--- src/rtl/vending_machine_param.sv ---
// Parameterised coin-operated vending controller: accumulates coin credit,
// vends once PRICE is reached or refunds on cancel, and counts completed vends.
module vending_machine_param #(
  parameter int PRICE    = 4,
  parameter int COIN_W   = 2,
  parameter int CREDIT_W = 4,
  parameter int COUNT_W  = 8
) (
  input  logic                clk,
  input  logic                reset,
  input  logic                io_coin_valid,
  input  logic [COIN_W-1:0]   io_coin_value,
  output logic                io_coin_ready,
  input  logic                io_cancel,
  input  logic                io_ack,
  output logic                io_valid,
  output logic                io_refund,
  output logic [CREDIT_W-1:0] io_change,
  output logic [CREDIT_W-1:0] io_credit,
  output logic [COUNT_W-1:0]  io_vend_count
);

  // The largest reachable sum is (PRICE-1) plus the largest coin; it must fit in the credit register.
  generate
    if (PRICE < 1 || PRICE > (2**CREDIT_W) - 1 ||
        (PRICE - 1) + ((2**COIN_W) - 1) >= (2**CREDIT_W)) begin : g_bad_params
      $error("vending_machine_param: PRICE/COIN_W/CREDIT_W combination can overflow credit");
    end
  endgenerate

  typedef enum logic [1:0] {
    S_IDLE    = 2'd0,
    S_COLLECT = 2'd1,
    S_VEND    = 2'd2,
    S_REFUND  = 2'd3
  } state_e;

  localparam logic [CREDIT_W-1:0] PRICE_C   = CREDIT_W'(PRICE);
  localparam logic [COUNT_W-1:0]  COUNT_MAX = '1;

  state_e                state_q,  state_d;
  logic [CREDIT_W-1:0]   credit_q, credit_d;
  logic [COUNT_W-1:0]    count_q,  count_d;

  logic                  accept;
  logic [CREDIT_W-1:0]   coin_amt;
  logic [CREDIT_W-1:0]   sum;

  // NOTE: every always_comb output gets a default first so no path leaves it unassigned (no latch).
  always_comb begin
    io_coin_ready = (state_q == S_IDLE) || (state_q == S_COLLECT);
    accept        = io_coin_ready && io_coin_valid;
    coin_amt      = accept ? CREDIT_W'(io_coin_value) : '0;
    sum           = credit_q + coin_amt;
  end

  always_comb begin
    state_d  = state_q;
    credit_d = credit_q;
    count_d  = count_q;
    unique case (state_q)
      S_IDLE, S_COLLECT: begin
        credit_d = sum;
        if (io_cancel) begin
          // Cancel wins over a purchase, and the coin offered alongside it is refunded too.
          state_d = (sum != '0) ? S_REFUND : S_IDLE;
        end else if (sum >= PRICE_C) begin
          state_d = S_VEND;
        end else if (sum != '0) begin
          state_d = S_COLLECT;
        end else begin
          state_d = S_IDLE;
        end
      end
      S_VEND: begin
        if (io_ack) begin
          state_d  = S_IDLE;
          credit_d = '0;
          count_d  = (count_q == COUNT_MAX) ? count_q : count_q + COUNT_W'(1);
        end
      end
      S_REFUND: begin
        if (io_ack) begin
          state_d  = S_IDLE;
          credit_d = '0;
        end
      end
      default: begin
        state_d  = S_IDLE;
        credit_d = '0;
      end
    endcase
  end

  // All outputs decode registered state only, so nothing combinational reaches them from inputs
  // except coin_ready, which also depends on state alone.
  always_comb begin
    io_valid      = (state_q == S_VEND);
    io_refund     = (state_q == S_REFUND);
    io_change     = '0;
    if (state_q == S_VEND) begin
      io_change = credit_q - PRICE_C;
    end else if (state_q == S_REFUND) begin
      io_change = credit_q;
    end
    io_credit     = credit_q;
    io_vend_count = count_q;
  end

  // NOTE: sequential state uses non-blocking assignments so every register samples pre-edge values.
  always_ff @(posedge clk) begin
    if (reset) begin
      state_q  <= S_IDLE;
      credit_q <= '0;
      count_q  <= '0;
    end else begin
      state_q  <= state_d;
      credit_q <= credit_d;
      count_q  <= count_d;
    end
  end

endmodule

--- config.mk ---
export PLATFORM = sky130hd
export DESIGN_NAME = vending_machine_param
export DESIGN_NICKNAME = d
export VERILOG_FILES = /design/src/rtl/vending_machine_param.sv
export SDC_FILE = /design/constraint.sdc
export NUM_CORES = 1
export LEC_CHECK = 0
export CORE_ASPECT_RATIO = 1.2
export CORE_MARGIN = 2
export CORE_UTILIZATION = 45
export DETAILED_ROUTE_END_ITERATION = 8
export GPL_TIMING_DRIVEN = 0
export PLACE_DENSITY = 0.78
export SLEW_MARGIN = 20
export SYNTH_ARGS = -nofsm -noshare
export SYNTH_HDL_FRONTEND = slang
export SYNTH_SLANG_ARGS = --single-unit
--- constraint.sdc ---
create_clock -name clk -period 2.7 [get_ports clk]
set_clock_uncertainty 0.05 [all_clocks]
set_input_delay 0.54 -clock clk [delete_from_list [all_inputs] [get_ports clk]]
set_output_delay 0.54 -clock clk [all_outputs]
set_load 0.1 [all_outputs]
Word-level counts from Yosys, hierarchy flattened
Cells that the tools add are included.
W data, S select, Z words.
{ "word_totals": {"output_inout_bits": 19, "ram_bits": 0, "latch_bits": 0, "mem_bits_ro": 0, "memories": 0, "register_bits": 14} }
{ "classes": {"n_mux": 11, "eq_ne": 5, "shifts": 0, "n_mul": 0, "n_bitwise": 1, "n_reduce_logical": 7, "div_mod_pow": 0, "magnitude_cmp": 1, "addsub": 3} }
{ "ops": {"columns": ["operator", "n"], "rows": [
  ["$mux W4", 3],
  ["$mux W2", 5],
  ["$add A8 B1 Y8 const B", 1],
  ["$eq A8 B8 Y1 const B", 1],
  ["$pmux W4 S2", 1],
  ["$add A4 B2 Y4", 1],
  ["$eq A2 B2 Y1 const B", 2],
  ["$ge A4 B3 Y1 const B", 1],
  ["$pmux W2 S2", 1],
  ["$reduce_bool A4 Y1", 1],
  ["$reduce_or A2 Y1", 2],
  ["$sub A4 B3 Y4 const B", 1],
  ["$reduce_and A3 Y1", 1],
  ["$eq A2 B1 Y1 const B", 1],
  ["$logic_not A2 Y1", 1],
  ["$ne A2 B1 Y1 const B", 1],
  ["$logic_and A1 B1 Y1", 1],
  ["$logic_or A1 B1 Y1", 1],
  ["$mux W1", 1],
  ["$not A1 Y1", 1]
]} }

Logic depth before layout (Yosys ltp)
{ "logic_depth": {"ltp_word": 10, "depth_mapped": 10, "depth_no_buf": 9} }

Worst setup path before layout
No wires, ideal clock.
{ "synth_path": {"path_type": "register -> output", "from": "register state_q[1]", "to": "output io_change[3]", "n_path_buf": 1, "arrival_time_ns": 3.000, "path_slack_ns": -0.890, "stages_incl_launch_ff": 4, "cell_sequence": "dfxtp_1 > buf_2 > clkinv_1 > a21oi_1"} }
{ "synth_via": {"elab_chain_len": 3} }
{ "synth_lines": {"columns": ["item", "line_no", "rtl"], "rows": [
  ["start, declared", "41", "state_e state_q, state_d;"],
  ["start signal, assigned", "117", "state_q <= state_d;"],
  ["$eq A2 B2 Y1", "103", "end else if (state_q == S_REFUND) begin"],
  ["$mux W4", "103", null],
  ["$mux W4 *", "101", "if (state_q == S_VEND) begin"],
  ["end, declared", "18", "output logic [CREDIT_W-1:0] io_change,"]
]} }
Every way passes the cells marked *; elsewhere a longest branch is shown, timed or not.

Worst setup path in the final report
{ "layout_path": {"from": "register state_q[1]", "to": "output io_change[2]"} }
Same word-level chain as after synthesis.

==> results.md <==
- The count of flip-flops with a built-in enable after synthesis is 0.
- The routed length per instance is 12.7 um.
- Yosys printed 0 warnings.
- Of the total synthesized cell area, the portion taken by AND, OR, NAND and NOR gates is 0.288.
- Total power for the finished layout comes to 799 uW.
- The number of primary I/O pins is 26.
- The number of max-cap violations is 0.
- Of the post-synthesis cell area, the dominant cell type holds 0.338.
- After synthesis, the largest family of logic cells by area is simple AND/OR/NAND/NOR gates.
- CTS placed an instance of clkbuf_4 at the clock tree root.
- After synthesis the cells add up to 830 sq um.
- After global routing, the most crowded layer is met2.
- Once detail routing completed, the nets flagged for antenna violations numbered 0.
- Measured on the finished design, the core utilization comes to 0.643.
- The diode insertion count for antenna repair is 0.
- The power density of the placed cells is 696 nW/um^2.
- The flow ran to the end, and the final reports show no timing, DRC or antenna violations.
- Detailed placement finished with a half-perimeter wire length of 1420 um.
- TritonCTS built the clock tree.
- The area share of fa/ha/maj cells after synthesis is 0.0694.
- The cell count after synthesis is 99.
- The synthesized flop and latch total is 14.
- The number of pins with negative max-slew slack in the final report is 0.
- The category of the worst setup path launch point is a flop.
- Buffers inserted to repair hold after CTS numbered 0.
- The ratio of cells with drive above 1 in the final layout is 0.141.
- Clock-pin slew was measured on the worst setup and hold paths at 100 ps.
- The via count of the first global-routing pass is 730.
- The clock passes through at most 2 buffers.
- Traced cell by cell, the critical path runs through buf_2 -> clkinv_2 -> nor2_4 -> dlygate4sd2_1.
- The die outline area is 2200 sq um.
- For this run, global-route usage on met3 was measured as 0.0353.
- The fraction of synthesized area in multiplexers is 0.0241.
- The endpoint required time on the critical path is 2110 ps.
- For this run the aggregate overflow at the end of global routing stands at 0.
- The number of gates given a new drive strength after cts is 9.
- The number of design-rule violations left by the first detailed-router iteration is 7.
- Ranked by total cell area, the synthesized netlist is headed by dfxtp_1, nor2_1, xor2_1.
- The critical path start-end classification is reg -> out.
- The largest driver fanout on the critical path is 10.
- Among all stages on the critical path, the largest delay is contributed by dlygate4sd2_1.
- The transition time at the pin with the least slew margin is 963 ps.
- Data on the critical path arrives at its endpoint at 2010 ps.
- Wires add up to 1870 um.
- The compound-gate portion of the synthesized area was 0.170.
- The count of buffers from port buffering is 25.
- The post-CTS setup buffer count is 0.
- Counting flops with an async set or reset pin after synthesis yields a share of 0.
- The cell type with the highest aggregate area in the netlist is dfxtp_1.
- The initial standard-cell utilization of the core is 0.464.
- In this run the number of H-tree levels came out at 1.
- The placed instances occupy a cell area of 1120 sq um.
- The worst pin sits at a relative slew slack of 0.356.
- The stage delay of the slowest cell on the critical path is 850 ps.
- The number of buffers added by the clock tree synthesis step is 3.
- The sequential fraction of the synthesis area is 0.338.
- Setup repair after global routing left no endpoint under its margin.
- The net total in the final layout is 140.
- The classification of the worst-slack hold path is reg -> reg.
- The total number of clock tree sinks is 14.
- The first global-routing pass estimated 3080 um of wire.
- From synthesis to final layout, the design area changed by 38.5%.
- The initial antenna violation count is 0.
- The average cell area after synthesis is 8.38 sq um.
- The final setup violation count is 0.
- In the global route stage, overall resource usage came out at 0.182.
- The routed layout has 815 vias.
- The floorplan has 17 rows.
- After routing the design area is 1150 sq um.
- The most instantiated flip-flop cell in the synthesis netlist is dfxtp_1.
- At the later pin of the worst-skew pair, clock insertion delay measures 280 ps.
- The number of failing hold endpoints at the final stage came to 0.
- The largest net degree at the start of global routing is 11.
- For met2 alone, demand over resource in global routing was 0.331.
- The number of nets handed over by synthesis was 110.
- The pre-antenna-repair detailed-routing pass consisted of 4 iterations.
- Using the TritonRoute via totals, the vias-per-cell ratio works out to 5.54.
- The post-route DRC violation count is 0.
- Across the VDD grid, the largest voltage drop is 0.463 mV.
- The area inside the core boundary is 1790 sq um.
- The area share of xor/xnor cells in the synthesized design is 0.0633.
- The element type at the critical path end is a primary output.
- The final cycle utilization of the critical path is 0.962.
- The routability-driven placement congestion ratio is 0.792.
- The fmax is 385 MHz.
- The analysis attributes to cell leakage a power of 0.000488 uW.
- The count of different cell masters after synthesis is 37.
- The height of the die is 51.0 um.
- In the global route stage, met1 resource usage came out at 0.201.
- The shortest clock period the worst path allows after layout is 2600 ps.
- The die is 43.2 um wide.
-- logic make-up (layout without fill, tap and decap cells) --
kind of cell / Yosys count / count (layout)
simple gates: 42 / 42
xor+xnor: 6 / 6
buf+inv: 10 / 39
mux: 2 / 2
fa+ha+maj: 4 / 4
flops: 14 / 14
compound gates: 21 / 21
-- stage by stage --
step / hold slack [ps] / setup slack, ps / TNS (ps) / cells
after floorplan: 544 / -229 / -229 / 99
after global placement: 449 / -119 / -242 / 143
after detailed placement: 458 / -140 / -350 / 143
after CTS: 473 / 47.8 / 0 / 147
after global routing: 515 / 9.43 / 0 / 147
final: 474 / 103 / 0 / 147
-- path summary, 6_finish.rpt --
path	startpoint	end	slack (ps)	cells after the start
worst max register to register	state_q[1]	state_q[0]	230	10
worst min-delay path	io_vend_count[7]	io_vend_count[7]	470	2
worst min register to register	io_vend_count[7]	io_vend_count[7]	470	2
worst max-delay path	state_q[1]	io_change[2]	100	4
-- worst max-delay path: cells and delay by family, from the launching register on --
family	cells	cell delay, ps
flip-flops	1	330
buffers and inverters	3	1260
AND/OR/NAND/NOR	1	130
-- sequential cells by signal, indices dropped and copies added (netlist names) --
name and flops:
io_credit 4, io_vend_count 8, state_q 2
-- report_power, final --
group / internal [uW] / leakage (uW) / switching [uW]
Combinational: 101 / 0.000353 / 302
Sequential: 224 / 0.000114 / 18.0
Clock: 82.0 / 0.0000210 / 72.7
-- area by class of cell --
class	instances	area, sq um
timing repair buffer	25	241
clock buffer	4	36.3
tap	19	23.8
multi-input combinational	75	527
sequential	14	280
fill	176	638
inverter	7	27.5
buffer	3	12.5
-- synth_stat cells (all sizes together) (2+ instances only) --
cell,count
nor2,15
dfxtp,14
a21oi,7
inv,6
nand3,6
xor2,6
nand2,4
and3,3
ha,3
o211ai,3
a21o,2
and2,2
clkbuf,2
mux2i,2
o21ai,2
o31ai,2
or4,2
-- layer usage --
layer / share of wire / wire (um)
met1: 0.43 / 812
met2: 0.50 / 937
met3: 0.055 / 103
met4: 0.0080 / 15
met5: 0 / 0
-- layout by cell type, fill, tap and decap left out, types with 2 or more instances in the layout --
| cell type | instances |
|---|---|
| a21o_1 | 2 |
| a21oi_1 | 6 |
| and3_1 | 3 |
| clkbuf_1 | 2 |
| clkbuf_4 | 3 |
| clkdlybuf4s50_1 | 18 |
| dfxtp_1 | 14 |
| dlygate4sd2_1 | 4 |
| ha_1 | 3 |
| inv_1 | 6 |
| mux2i_1 | 2 |
| nand2_1 | 4 |
| nand3_1 | 6 |
| nor2_1 | 12 |
| nor2_2 | 2 |
| o211ai_1 | 3 |
| o31ai_1 | 2 |
| or4_1 | 2 |
| xor2_1 | 6 |
Note: power is estimated with default switching activity, not from simulation.
